## src/rtl/pc_sequencer.sv

```systemverilog
// Fetch sequencer: owns the PC, issues instruction-memory reads and
// holds each fetched word for decode until it is allowed to advance.
module pc_sequencer #(
    parameter logic [31:0] RESET_VECTOR = 32'h0000_0000
) (
    input  logic        clk,
    input  logic        rst_n,
    output logic [31:0] pc,
    output logic        imem_req,
    output logic [31:0] imem_addr,
    input  logic        imem_ready,
    input  logic [31:0] imem_rdata,
    output logic [31:0] instr,
    output logic        instr_valid,
    input  logic        stall,
    input  logic        redirect_valid,
    input  logic [31:0] redirect_target,
    input  logic        halt,
    output logic        misalign_err,
    output logic [31:0] retire_cnt
);

    typedef enum logic [1:0] {
        IDLE   = 2'd0,
        FETCH  = 2'd1,
        ISSUE  = 2'd2,
        HALTED = 2'd3
    } state_e;

    state_e      state_q, state_d;
    logic [31:0] pc_q, pc_d;
    logic [31:0] instr_q, instr_d;
    logic [31:0] cnt_q, cnt_d;
    logic        err_q, err_d;
    logic        pend_q, pend_d;
    logic [31:0] ptgt_q, ptgt_d;

    // A redirect arriving on the same edge as imem_ready wins over an older one.
    logic        pend_eff;
    logic [31:0] ptgt_eff;

    assign pend_eff = pend_q | redirect_valid;
    assign ptgt_eff = redirect_valid ? redirect_target : ptgt_q;

    always_ff @(posedge clk or negedge rst_n) begin
        if (!rst_n) begin
            state_q <= IDLE;
            pc_q    <= RESET_VECTOR;
            instr_q <= 32'h0;
            cnt_q   <= 32'h0;
            err_q   <= 1'b0;
            pend_q  <= 1'b0;
            ptgt_q  <= 32'h0;
        end else begin
            state_q <= state_d;
            pc_q    <= pc_d;
            instr_q <= instr_d;
            cnt_q   <= cnt_d;
            err_q   <= err_d;
            pend_q  <= pend_d;
            ptgt_q  <= ptgt_d;
        end
    end

    always_comb begin
        state_d = state_q;
        pc_d    = pc_q;
        instr_d = instr_q;
        cnt_d   = cnt_q;
        err_d   = err_q;
        pend_d  = pend_q;
        ptgt_d  = ptgt_q;
        unique case (state_q)
            IDLE: begin
                state_d = FETCH;
            end
            FETCH: begin
                if (redirect_valid) begin
                    pend_d = 1'b1;
                    ptgt_d = redirect_target;
                end
                if (imem_ready) begin
                    if (pend_eff) begin
                        pend_d = 1'b0;
                        if (ptgt_eff[1:0] != 2'b00) begin
                            err_d   = 1'b1;
                            state_d = HALTED;
                        end else begin
                            pc_d = ptgt_eff;
                        end
                    end else begin
                        instr_d = imem_rdata;
                        state_d = ISSUE;
                    end
                end
            end
            ISSUE: begin
                if (!stall) begin
                    cnt_d = cnt_q + 32'd1;
                    if (halt) begin
                        state_d = HALTED;
                    end else if (redirect_valid) begin
                        if (redirect_target[1:0] != 2'b00) begin
                            err_d   = 1'b1;
                            state_d = HALTED;
                        end else begin
                            pc_d    = redirect_target;
                            state_d = FETCH;
                        end
                    end else begin
                        pc_d    = pc_q + 32'd4;
                        state_d = FETCH;
                    end
                end
            end
            HALTED: begin
                state_d = HALTED;
            end
            default: begin
                state_d = IDLE;
            end
        endcase
    end

    assign pc           = pc_q;
    assign imem_addr    = pc_q;
    assign imem_req     = (state_q == FETCH);
    assign instr        = instr_q;
    assign instr_valid  = (state_q == ISSUE);
    assign misalign_err = err_q;
    assign retire_cnt   = cnt_q;

endmodule

```

## config.mk

```make
export PLATFORM = sky130hd
export DESIGN_NAME = pc_sequencer
export DESIGN_NICKNAME = d
export VERILOG_FILES = /design/src/rtl/pc_sequencer.sv
export SDC_FILE = /design/constraint.sdc
export NUM_CORES = 1
export LEC_CHECK = 0
export ABC_AREA = 0
export CAP_MARGIN = 20
export CORE_MARGIN = 5
export CORE_UTILIZATION = 58
export DETAILED_ROUTE_END_ITERATION = 6
export DONT_BUFFER_PORTS = 1
export PLACE_DENSITY_LB_ADDON = 0.3
export SYNTH_ARGS = -nofsm -noshare
export SYNTH_HDL_FRONTEND = slang
export SYNTH_SLANG_ARGS = --single-unit
```

## constraint.sdc

```tcl
create_clock -name clk -period 1.9 [get_ports clk]
set_clock_uncertainty 0.05 [all_clocks]
set_input_delay 0.19 -clock clk [delete_from_list [all_inputs] [get_ports clk]]
set_output_delay 0.19 -clock clk [all_outputs]
set_load 0.02 [all_outputs]
```

==> out/results.ini, run 1 <==
[cts]
insertion_delay_ns = 0.42
htreeDepth = 4
holdBufCountCts = 69
cts_root_buffer = clkbuf_16
cts_tree = yes
cts_buffers = 17
clock_sinks = 132
cts_max_path_buffers = 2
path_clk_slew_ns = 0.06

[global_routing]
grt_overflow = 0
track_usage = 0.273
antenna_found_initial = 0
grt_pass1_vias = 5512
met1_usage = 0.345
grt_pass1_wl_mm = 28.8
grt_max_degree = 133
grtUsageMet3 = 0.0941
grt-busiest-layer = met2
grt_util_met2 = 0.438

[sta]
rsz0062_at_grt = true
post-route-period-util = 0.966
setup_ws_ns = 0.0641
setup_violations = 0
min_period_ns = 1.84
final_hold_viol_count = 132
tightestPinTransition_ns = 0.799
relSlewSlack = 0.466
fmax_mhz = 545
fin_hold_ws_ns = -0.582
final-max-slew-violation-count = 0

[layout]
drive_gt1_frac = 0.274
post-route-cell-area_sq_mm = 0.00853
fin_nets = 810
antenna_cells = 0
fin_util = 0.754
syn_to_final_growth_pct = 28.3

[routing]
drt-total-wl_mm = 18.5
wl_per_cell_um = 20.7
vias = 5454
first_pass_iters = 6
drt-vias-per-instance = 6.10
drc = 0
final_antenna_net_count = 0
dr.first_iter.drc_count = 455

[power_and_ir_drop]
power_density_mw_per_mm2 = 1240
swShare = 0.354
p_seq_frac = 0.406
p_clk_frac = 0.317
power_mw = 10.6
peakVddDrop_v = 0.000862
combPwrFrac = 0.276
internal-power_mw = 6.82
power.leakage_nw = 3.91
p_switching_mw = 3.74

[floorplanning]
start_util = 0.587
rows = 39
pin_count = 201
die-area_sq_mm = 0.0137
dieHeight_um = 117
fp.coreArea_sq_mm = 0.0113
die_w_um = 117

[yosys]
avgSynthCellArea_sq_um = 10.6
ys_types = 52
ys_top_cells_by_area = dfrtp_1 (50%), mux2_2 (11%), o21ai_0 (4.4%), buf_4 (4.2%), nand2_1 (3.1%)
synth_warnings = 0
synth_flop_cell = dfrtp_1
syn_nets = 702
synth-edff-count = 0
synth_seq_cells = 132
syn_inst = 630
yosysMostFrequentCell = dfrtp_1
ys_top_cells_by_count = dfrtp_1 (132), mux2_2 (65), o21ai_0 (58)
yosysTopAreaCell = dfrtp_1
netlist.area_leader.share = 0.497
async_reset_ff_frac = 1.00
ys_seq_area_frac = 0.497
syn_area_sq_mm = 0.00665

[critical_path]
worstSetupPathType = reg -> reg
cp-start-kind = flip-flop
r2r_cells = 7
crit_path_end_kind = flip-flop
cp_max_fo = 35
reg2reg_slack_ns = 0.06
r2r_end = imem_addr[16]
rr_startpoint = state_q[0]
arrival_ns = 2.10
cp_data_required_time_ns = 2.16

[placed_design]
pre_cts_ws_ns = -0.0146
io_buffer_count = 0
placed_area_sq_mm = 0.00708
place.gp.congestion = 0.922
dpl.hpwl_mm = 11.6

[outcome]
violations = negative hold slack
status = finished, violations left

[hold_path]
hold_class = in -> async

[job]
cap_violations = 0

-- how the worst max path moves through the flow --
stage / start / end / slack [ns] / cells after the start
detailed placement: state_q[0] / imem_addr[12] / -0.01 / 8
global placement: state_q[0] / imem_addr[9] / 0.08 / 8
floorplan: imem_addr[2] / imem_addr[28] / 0.04 / 6
global route: imem_addr[2] / imem_addr[28] / -0.04 / 6
finish: state_q[0] / imem_addr[16] / 0.06 / 7
CTS: imem_addr[2] / imem_addr[21] / 0.01 / 7
-- stage by stage --
step	instances	TNS, ns
final	894	0
after global placement	786	0
after floorplan	630	0
after global routing	894	-0.0534
after detailed placement	786	-0.0146
after CTS	889	0
-- kinds of logic (layout without fill, tap and decap cells) --
logic type	count (synthesis)	count (layout)	share of synthesized area
buf+inv	73	194	0.0655
compound gates	142	142	0.135
flops	132	132	0.497
xor+xnor	31	31	0.0408
simple gates	185	185	0.148
fa+ha+maj	2	2	0.00376
mux	65	65	0.110
-- power by group through the flow --
stage,Combinational (mW),Sequential [mW],Clock (mW)
global placement,2.65,4.26,0
global route,3.16,4.38,3.55
finish,2.92,4.29,3.35
CTS,2.87,4.26,3.39
detailed placement,2.72,4.30,0
floorplan,1.68,4.73,0
-- cell usage in the layout, fill, tap and decap left out, drive strengths merged, types with 5 or more instances in the layout --
| cell type | instances |
|---|---|
| o21ai | 61 |
| nor2 | 41 |
| and3 | 16 |
| nand3 | 18 |
| clkinvlp | 6 |
| mux2 | 65 |
| nand2 | 55 |
| a21oi | 21 |
| xnor2 | 20 |
| xor2 | 11 |
| clkbuf | 22 |
| a41oi | 6 |
| o2bb2ai | 5 |
| nor4 | 7 |
| dlygate4sd3 | 69 |
| and4 | 9 |
| a31oi | 15 |
| nand4 | 17 |
| inv | 8 |
| buf | 84 |
| and2 | 6 |
| dfrtp | 132 |
| nor3 | 6 |
-- metal layers --
layer  share of wire  vias to the layer above
met4           0.024                        0
met3           0.091                       42
met1            0.39                     2673
met5               0                        -
li1                -                     2469
met2            0.49                      270
-- worst max-delay path, cell delays in order, from the launching register on --
cell and delay, ns:
dfrtp_2 0.40, nand2_1 0.08, o32ai_2 0.35, buf_4 0.19, o221ai_4 0.12, buf_12 0.20, a21o_1 0.16, a22o_1 0.18
-- timing repair --
item | in CTS | in global routing
buffers inserted | 2 | 3
resized for setup | 1 | 16
cloned | 0 | 2
endpoints found under the hold margin | 212 | 132
pin swaps | 1 | 4
endpoints found under the setup margin | 3 | 21
-- sequential cells by signal, summed over array words and instances (netlist names) --
| signal | flops |
|---|---|
| imem_addr | 32 |
| instr | 32 |
| ptgt_q | 32 |
| retire_cnt | 32 |
| state_q | 2 |
| misalign_err | 1 |
| pend_q | 1 |
-- final cells by class --
class                           instances  area [sq um]
Clock inverter                         12           154
Fill cell                             751          2790
Sequential cell                       132          3310
Inverter                                7          26.3
Timing Repair Buffer                  155          1440
Tap cell                              143           179
Clock buffer                           20           457
Multi-Input combinational cell        425          2970
Power figures use the tool's default switching activity.
==> run 2, diff against run 1 <==
--- a/config.mk
+++ b/config.mk
@@ -12,6 +12,7 @@
 export DETAILED_ROUTE_END_ITERATION = 6
 export DONT_BUFFER_PORTS = 1
 export PLACE_DENSITY_LB_ADDON = 0.3
+export SETUP_SLACK_MARGIN = 0.4
 export SYNTH_ARGS = -nofsm -noshare
 export SYNTH_HDL_FRONTEND = slang
 export SYNTH_SLANG_ARGS = --single-unit
==> out/results.ini, run 2 (synthesis results as in run 1) <==
[sta]
final-max-slew-violation-count = 0  ; unchanged
min_period_ns = 1.95  ; was 1.84 ns
rsz0062_at_grt = true  ; unchanged
setup_violations = 3  ; was 0
fin_hold_ws_ns = -0.592  ; was -0.582 ns
fmax_mhz = 514  ; was 545 MHz
setup_ws_ns = -0.0467  ; was 0.0641 ns
relSlewSlack = 0.334  ; was 0.466
final_hold_viol_count = 132  ; unchanged
tightestPinTransition_ns = 0.995  ; was 0.799 ns
post-route-period-util = 1.02  ; was 0.966

[layout]
final_common_cell = dfrtp_1  ; unchanged
antenna_cells = 0  ; unchanged
syn_to_final_growth_pct = 43.7  ; was 28.3%
fin_nets = 843  ; was 810
fin_util = 0.844  ; was 0.754
register_area_sq_mm = 0.00335  ; was 0.00331 sq mm
drive_gt1_frac = 0.439  ; was 0.274
final_cell_mix = dfrtp_1 (95), buf_4 (85), dlygate4sd3_1 (68), mux2_2 (48), nand2_1 (47)  ; was dfrtp_1 (129), buf_4 (78), dlygate4sd3_1 (69), mux2_2 (65)
post-route-cell-area_sq_mm = 0.00956  ; was 0.00853 sq mm
nFillCells = 539  ; was 751
multiInputGateArea_sq_mm = 0.00355  ; was 0.00297 sq mm

[routing]
vias = 6293  ; was 5454
wl_per_cell_um = 25.8  ; was 20.7 um
drt-total-wl_mm = 23.9  ; was 18.5 mm
drc = 0  ; unchanged
first_pass_iters = 6  ; unchanged
final_antenna_net_count = 0  ; unchanged
dr.first_iter.drc_count = 776  ; was 455
drt-vias-per-instance = 6.79  ; was 6.10

[global_routing]
grt_overflow = 0  ; unchanged
grt_pass1_vias = 5923  ; was 5512
track_usage = 0.304  ; was 0.273
grt_max_degree = 133  ; unchanged
grt_pass1_wl_mm = 31.6  ; was 28.8 mm
antenna_found_initial = 0  ; unchanged

[placed_design]
placed_area_sq_mm = 0.00721  ; was 0.00708 sq mm
dpl.hpwl_mm = 11.9  ; was 11.6 mm
io_buffer_count = 0  ; unchanged
place.gp.congestion = 0.884  ; was 0.922
pre_cts_ws_ns = 0.0489  ; was -0.0146 ns

[critical_path]
cp_data_required_time_ns = 2.16  ; about the same
cp-start-kind = flip-flop  ; unchanged
worstSetupPathType = reg -> reg  ; unchanged
cp_max_fo = 6  ; was 35
r2r_cells = 7  ; unchanged
crit_path_end_kind = flip-flop  ; unchanged
arrival_ns = 2.20  ; was 2.10 ns
reg2reg_slack_ns = -0.05  ; was 0.06 ns

[floorplanning]
dieHeight_um = 117  ; unchanged
die-area_sq_mm = 0.0137  ; unchanged
start_util = 0.587  ; unchanged
die_w_um = 117  ; unchanged
fp.coreArea_sq_mm = 0.0113  ; unchanged
rows = 39  ; unchanged
pin_count = 201  ; unchanged

[cts]
htreeDepth = 4  ; unchanged
cts_root_buffer = clkbuf_16  ; unchanged
cts_tree = yes  ; unchanged
cts_buffers = 17  ; unchanged
cts_max_path_buffers = 2  ; unchanged
insertion_delay_ns = 0.43  ; was 0.42 ns
path_clk_slew_ns = 0.06  ; about the same
clock_sinks = 132  ; unchanged
holdBufCountCts = 68  ; was 69

[outcome]
violations = negative hold slack, negative setup slack  ; was negative hold slack
status = finished, violations left  ; unchanged

[hold_path]
hold_class = in -> async  ; unchanged

[job]
cap_violations = 0  ; unchanged

[power_and_ir_drop]
peakVddDrop_v = 0.00109  ; was 0.000862 V
power_density_mw_per_mm2 = 1160  ; was 1240 mW/mm^2
power.leakage_nw = 4.27  ; was 3.91 nW

run 2: cell types whose count changed in the layout (fill, tap and decap cells not counted), sizes merged:
cell         delta
clkinvlp        -4
clkbuf          +4
dlygate4sd3     -1
clkinv          +5
inv             -2
bufinv          -1
buf            +27
nand2           +3
nand3           +2
run 2: timing repair:
action,in CTS,in global routing
pin swaps,22,38
setup endpoints to repair,127,114
hold endpoints to repair,213,132
gates resized for setup,32,99
gates cloned,8,8
setup buffers,19,16
run 2: worst max-delay path, stage by stage (launching register included):
cell and delay [ns]:
dfrtp_2 0.42, nand4_1 0.21, buf_4 0.21, nor4_4 0.39
buf_4 0.20, a31oi_1 0.10, o21ai_1 0.16, o21ai_1 0.09
run 2: metrics by stage:
stage	std cells	hold WS [ns]	setup TNS, ns	power [mW]
after floorplan	630	-0.156	0	6.53
after global placement	776	-0.149	0	6.97
after detailed placement	776	-0.149	0	7.10
after CTS	903	-0.602	0	10.5
after global routing	927	-0.596	-0.194	11.4
final	927	-0.592	-0.119	11.1
run 2: layer usage:
metal  global-route usage  up-vias  wire length [um]
li1                     -     2545                 -
met1                0.373     3044              8190
met2                0.491      538             11400
met3                0.108      166              2840
met4                0.123        0              1470
met5                    0        -                 0
run 2: final timing paths:
| kind | end | start |
|---|---|---|
| min in group clk | imem_addr[23] | redirect_target[23] |
| max in group asynchronous | imem_addr[22] | rst_n |
| worst max-delay path | imem_addr[21] | imem_addr[14] |
| worst min-delay path | imem_addr[25] | rst_n |
| worst min register to register | ptgt_q[30] | ptgt_q[30] |
| worst max register to register | imem_addr[21] | imem_addr[14] |
run 2: final cells by class:
| cell class | instances | area share |
|---|---|---|
| multi-input cells | 430 | 0.371 |
| flip-flops and latches | 132 | 0.350 |
| repair buffers | 183 | 0.194 |
| clock buffers | 22 | 0.0496 |
| well taps | 143 | 0.0187 |
| clock inverters | 10 | 0.0110 |
| inverters | 7 | 0.00484 |
run 2: report_power, final:
group | internal, mW | leakage, nW | switching [mW]
clock network | 2.02 | 0.285 | 1.21
registers | 3.57 | 1.64 | 0.929
logic | 1.35 | 2.35 | 1.99
total | 6.94 | 4.27 | 4.13
==> run 3, diff against run 2 <==
--- a/config.mk
+++ b/config.mk
@@ -7,8 +7,10 @@
 export LEC_CHECK = 0
 export ABC_AREA = 0
 export CAP_MARGIN = 20
+export CELL_PAD_IN_SITES_DETAIL_PLACEMENT = 1
+export CELL_PAD_IN_SITES_GLOBAL_PLACEMENT = 1
 export CORE_MARGIN = 5
-export CORE_UTILIZATION = 58
+export CORE_UTILIZATION = 44
 export DETAILED_ROUTE_END_ITERATION = 6
 export DONT_BUFFER_PORTS = 1
 export PLACE_DENSITY_LB_ADDON = 0.3
==> out/results.ini, run 3 (synthesis results as in run 1) <==
[layout]
drive_gt1_frac = 0.482  ; was 0.439
fin_nets = 857  ; was 843
antenna_cells = 0  ; unchanged
final_cell_mix = dfrtp_1 (95), buf_4 (85), dlygate4sd3_1 (70), mux2_2 (64), nand2_1 (46)  ; was dfrtp_1 (95), buf_4 (85), dlygate4sd3_1 (68), mux2_2 (48), nand2_1 (47)
final_common_cell = dfrtp_1  ; unchanged
fin_util = 0.661  ; was 0.844
syn_to_final_growth_pct = 49.5  ; was 43.7%
post-route-cell-area_sq_mm = 0.00994  ; was 0.00956 sq mm
nFillCells = 1469  ; was 539

[cts]
holdBufCountCts = 70  ; was 68
cts_buffers = 17  ; unchanged
htreeDepth = 4  ; unchanged
cts_tree = yes  ; unchanged
cts_root_buffer = clkbuf_16  ; unchanged
insertion_delay_ns = 0.43  ; about the same
cts_max_path_buffers = 2  ; unchanged
path_clk_slew_ns = 0.06  ; about the same
clock_sinks = 132  ; unchanged

[power_and_ir_drop]
internal-power_mw = 6.92  ; was 6.94 mW
p_switching_mw = 4.41  ; was 4.13 mW
p_seq_frac = 0.403  ; was 0.406
swShare = 0.389  ; was 0.373
power.leakage_nw = 4.39  ; was 4.27 nW
p_clk_frac = 0.295  ; was 0.292
combPwrFrac = 0.302  ; about the same
power_density_mw_per_mm2 = 1140  ; was 1160 mW/mm^2
peakVddDrop_v = 0.000691  ; was 0.00109 V

[floorplanning]
dieHeight_um = 133  ; was 117 um
pin_count = 201  ; unchanged
fp.coreArea_sq_mm = 0.0150  ; was 0.0113 sq mm
die_w_um = 133  ; was 117 um
start_util = 0.442  ; was 0.587
die-area_sq_mm = 0.0177  ; was 0.0137 sq mm
rows = 45  ; was 39

[global_routing]
track_usage = 0.263  ; was 0.304
grt_pass1_vias = 6370  ; was 5923
antenna_found_initial = 0  ; unchanged
grt_pass1_wl_mm = 36.5  ; was 31.6 mm
grt_max_degree = 133  ; unchanged
grt_overflow = 0  ; unchanged

[routing]
drt-met1-wl_mm = 10.9  ; was 8.19 mm
first_pass_iters = 5  ; was 6
drc = 0  ; unchanged
top_layer_used = met4  ; unchanged
dr.first_iter.drc_count = 427  ; was 776
drt-vias-per-instance = 6.36  ; was 6.79
dr_wl_met3_mm = 2.10  ; was 2.84 mm
final_antenna_net_count = 0  ; unchanged
vias = 6273  ; was 6293
wl_per_cell_um = 29.6  ; was 25.8 um
drt-total-wl_mm = 29.2  ; was 23.9 mm
wl_met2_mm = 15.1  ; was 11.4 mm

[sta]
post-route-period-util = 1.05  ; was 1.02
setup_ws_ns = -0.104  ; was -0.0467 ns
fmax_mhz = 499  ; was 514 MHz
rsz0062_at_grt = true  ; unchanged
final_hold_viol_count = 141  ; was 132
relSlewSlack = 0.650  ; was 0.334
tightestPinTransition_ns = 0.524  ; was 0.995 ns
min_period_ns = 2.00  ; was 1.95 ns
setup_violations = 7  ; was 3
final-max-slew-violation-count = 0  ; unchanged
fin_hold_ws_ns = -0.591  ; was -0.592 ns

[placed_design]
pre_cts_ws_ns = -0.0437  ; was 0.0489 ns
place.gp.congestion = 0.811  ; was 0.884
placed_area_sq_mm = 0.00733  ; was 0.00721 sq mm
io_buffer_count = 0  ; unchanged
dpl.hpwl_mm = 13.6  ; was 11.9 mm

[critical_path]
arrival_ns = 2.27  ; was 2.20 ns
cp-start-kind = flip-flop  ; unchanged
critPathTopFamily = simple AND/OR/NAND/NOR gates  ; unchanged
cp_data_required_time_ns = 2.17  ; was 2.16 ns
crit_path_end_kind = flip-flop  ; unchanged
cp_max_fo = 5  ; was 6
crit_chain = nand2b_4 > clkbuf_16 > buf_4 > buf_4 > nor3_1 > a211oi_1 > o22ai_1  ; was nand4_1 > buf_4 > nor4_4 > buf_4 > a31oi_1 > o21ai_1 > o21ai_1
path_buf_inv = 3  ; was 2
crit_path_max_incr_delay_ns = 0.47  ; was 0.42 ns
crit_slowest_cell = dfrtp_2  ; unchanged
worstSetupPathType = reg -> reg  ; unchanged
crit_top_cell = buf_4

[job]
cap_violations = 0  ; unchanged

[hold_path]
hold_class = in -> async  ; unchanged

[outcome]
violations = negative hold slack, negative setup slack  ; unchanged
status = finished, violations left  ; unchanged

[run 3: cell count changes in the layout (fill, tap and decap cells not counted), sizes merged, moves of 2 or more]
cell         before  now
dlygate4sd3      68   70
bufbuf            0    2
buf             111  122
clkinv            7    2
inv               6    8
[run 3: timing repair]
action                                 4_1_cts  5_1_grt
buffers inserted                            29       16
cloned                                       9        3
pin swaps                                   33       35
endpoints found under the hold margin      213      144
gates resized for setup                     67      115
setup endpoints to repair                  127      130
[run 3: through the flow]
step           TNS, ns  total power [mW]  std cells  hold WS [ns]
6_report        -0.312              11.3        986        -0.591
5_1_grt          -1.27              11.7        986        -0.599
4_1_cts              0              10.7        967        -0.592
3_5_place_dp    -0.348              7.18        827        -0.148
3_3_place_gp         0              7.03        827        -0.146
2_1_floorplan        0              6.53        630        -0.156
[run 3: path summary, 6_finish.rpt]
path / depth (start not counted) / endpoint / slack [ns] / start
hold / removal: 0 / imem_addr[18] / -0.59 / rst_n
max in group asynchronous: 0 / state_q[1] / 2.15 / rst_n
setup / recovery: 7 / imem_addr[8] / -0.10 / state_q[0]
min in group clk: 2 / imem_addr[3] / -0.07 / redirect_valid
setup reg to reg: 7 / imem_addr[8] / -0.10 / state_q[0]
hold reg to reg: 1 / ptgt_q[20] / 0.46 / ptgt_q[20]
[run 3: routing by layer]
metal  vias up  global-route usage
met4         0              0.0814
met1      3277               0.317
met2       320               0.454
li1       2584                   -
met5         -                   0
met3        92              0.0783
[run 3: layout make-up]
type,instances,area [sq um],share of cell area
Timing Repair Buffer,196,2000,0.201
Sequential cell,132,3350,0.337
Clock inverter,7,96.3,0.00969
Clock buffer,25,485,0.0488
Multi-Input combinational cell,430,3710,0.374
Timing Repair inverter,1,8.76,0.000881
Inverter,7,52.6,0.00529
Tap cell,188,235,0.0237
[run 3: power groups by stage]
stage / Combinational, mW / Clock [mW] / Sequential [mW]
after floorplan: 1.73 / 0 / 4.80
after global placement: 2.62 / 0 / 4.41
after detailed placement: 2.71 / 0 / 4.46
after CTS: 3.00 / 3.31 / 4.39
after global routing: 3.59 / 3.48 / 4.62
final: 3.42 / 3.34 / 4.56
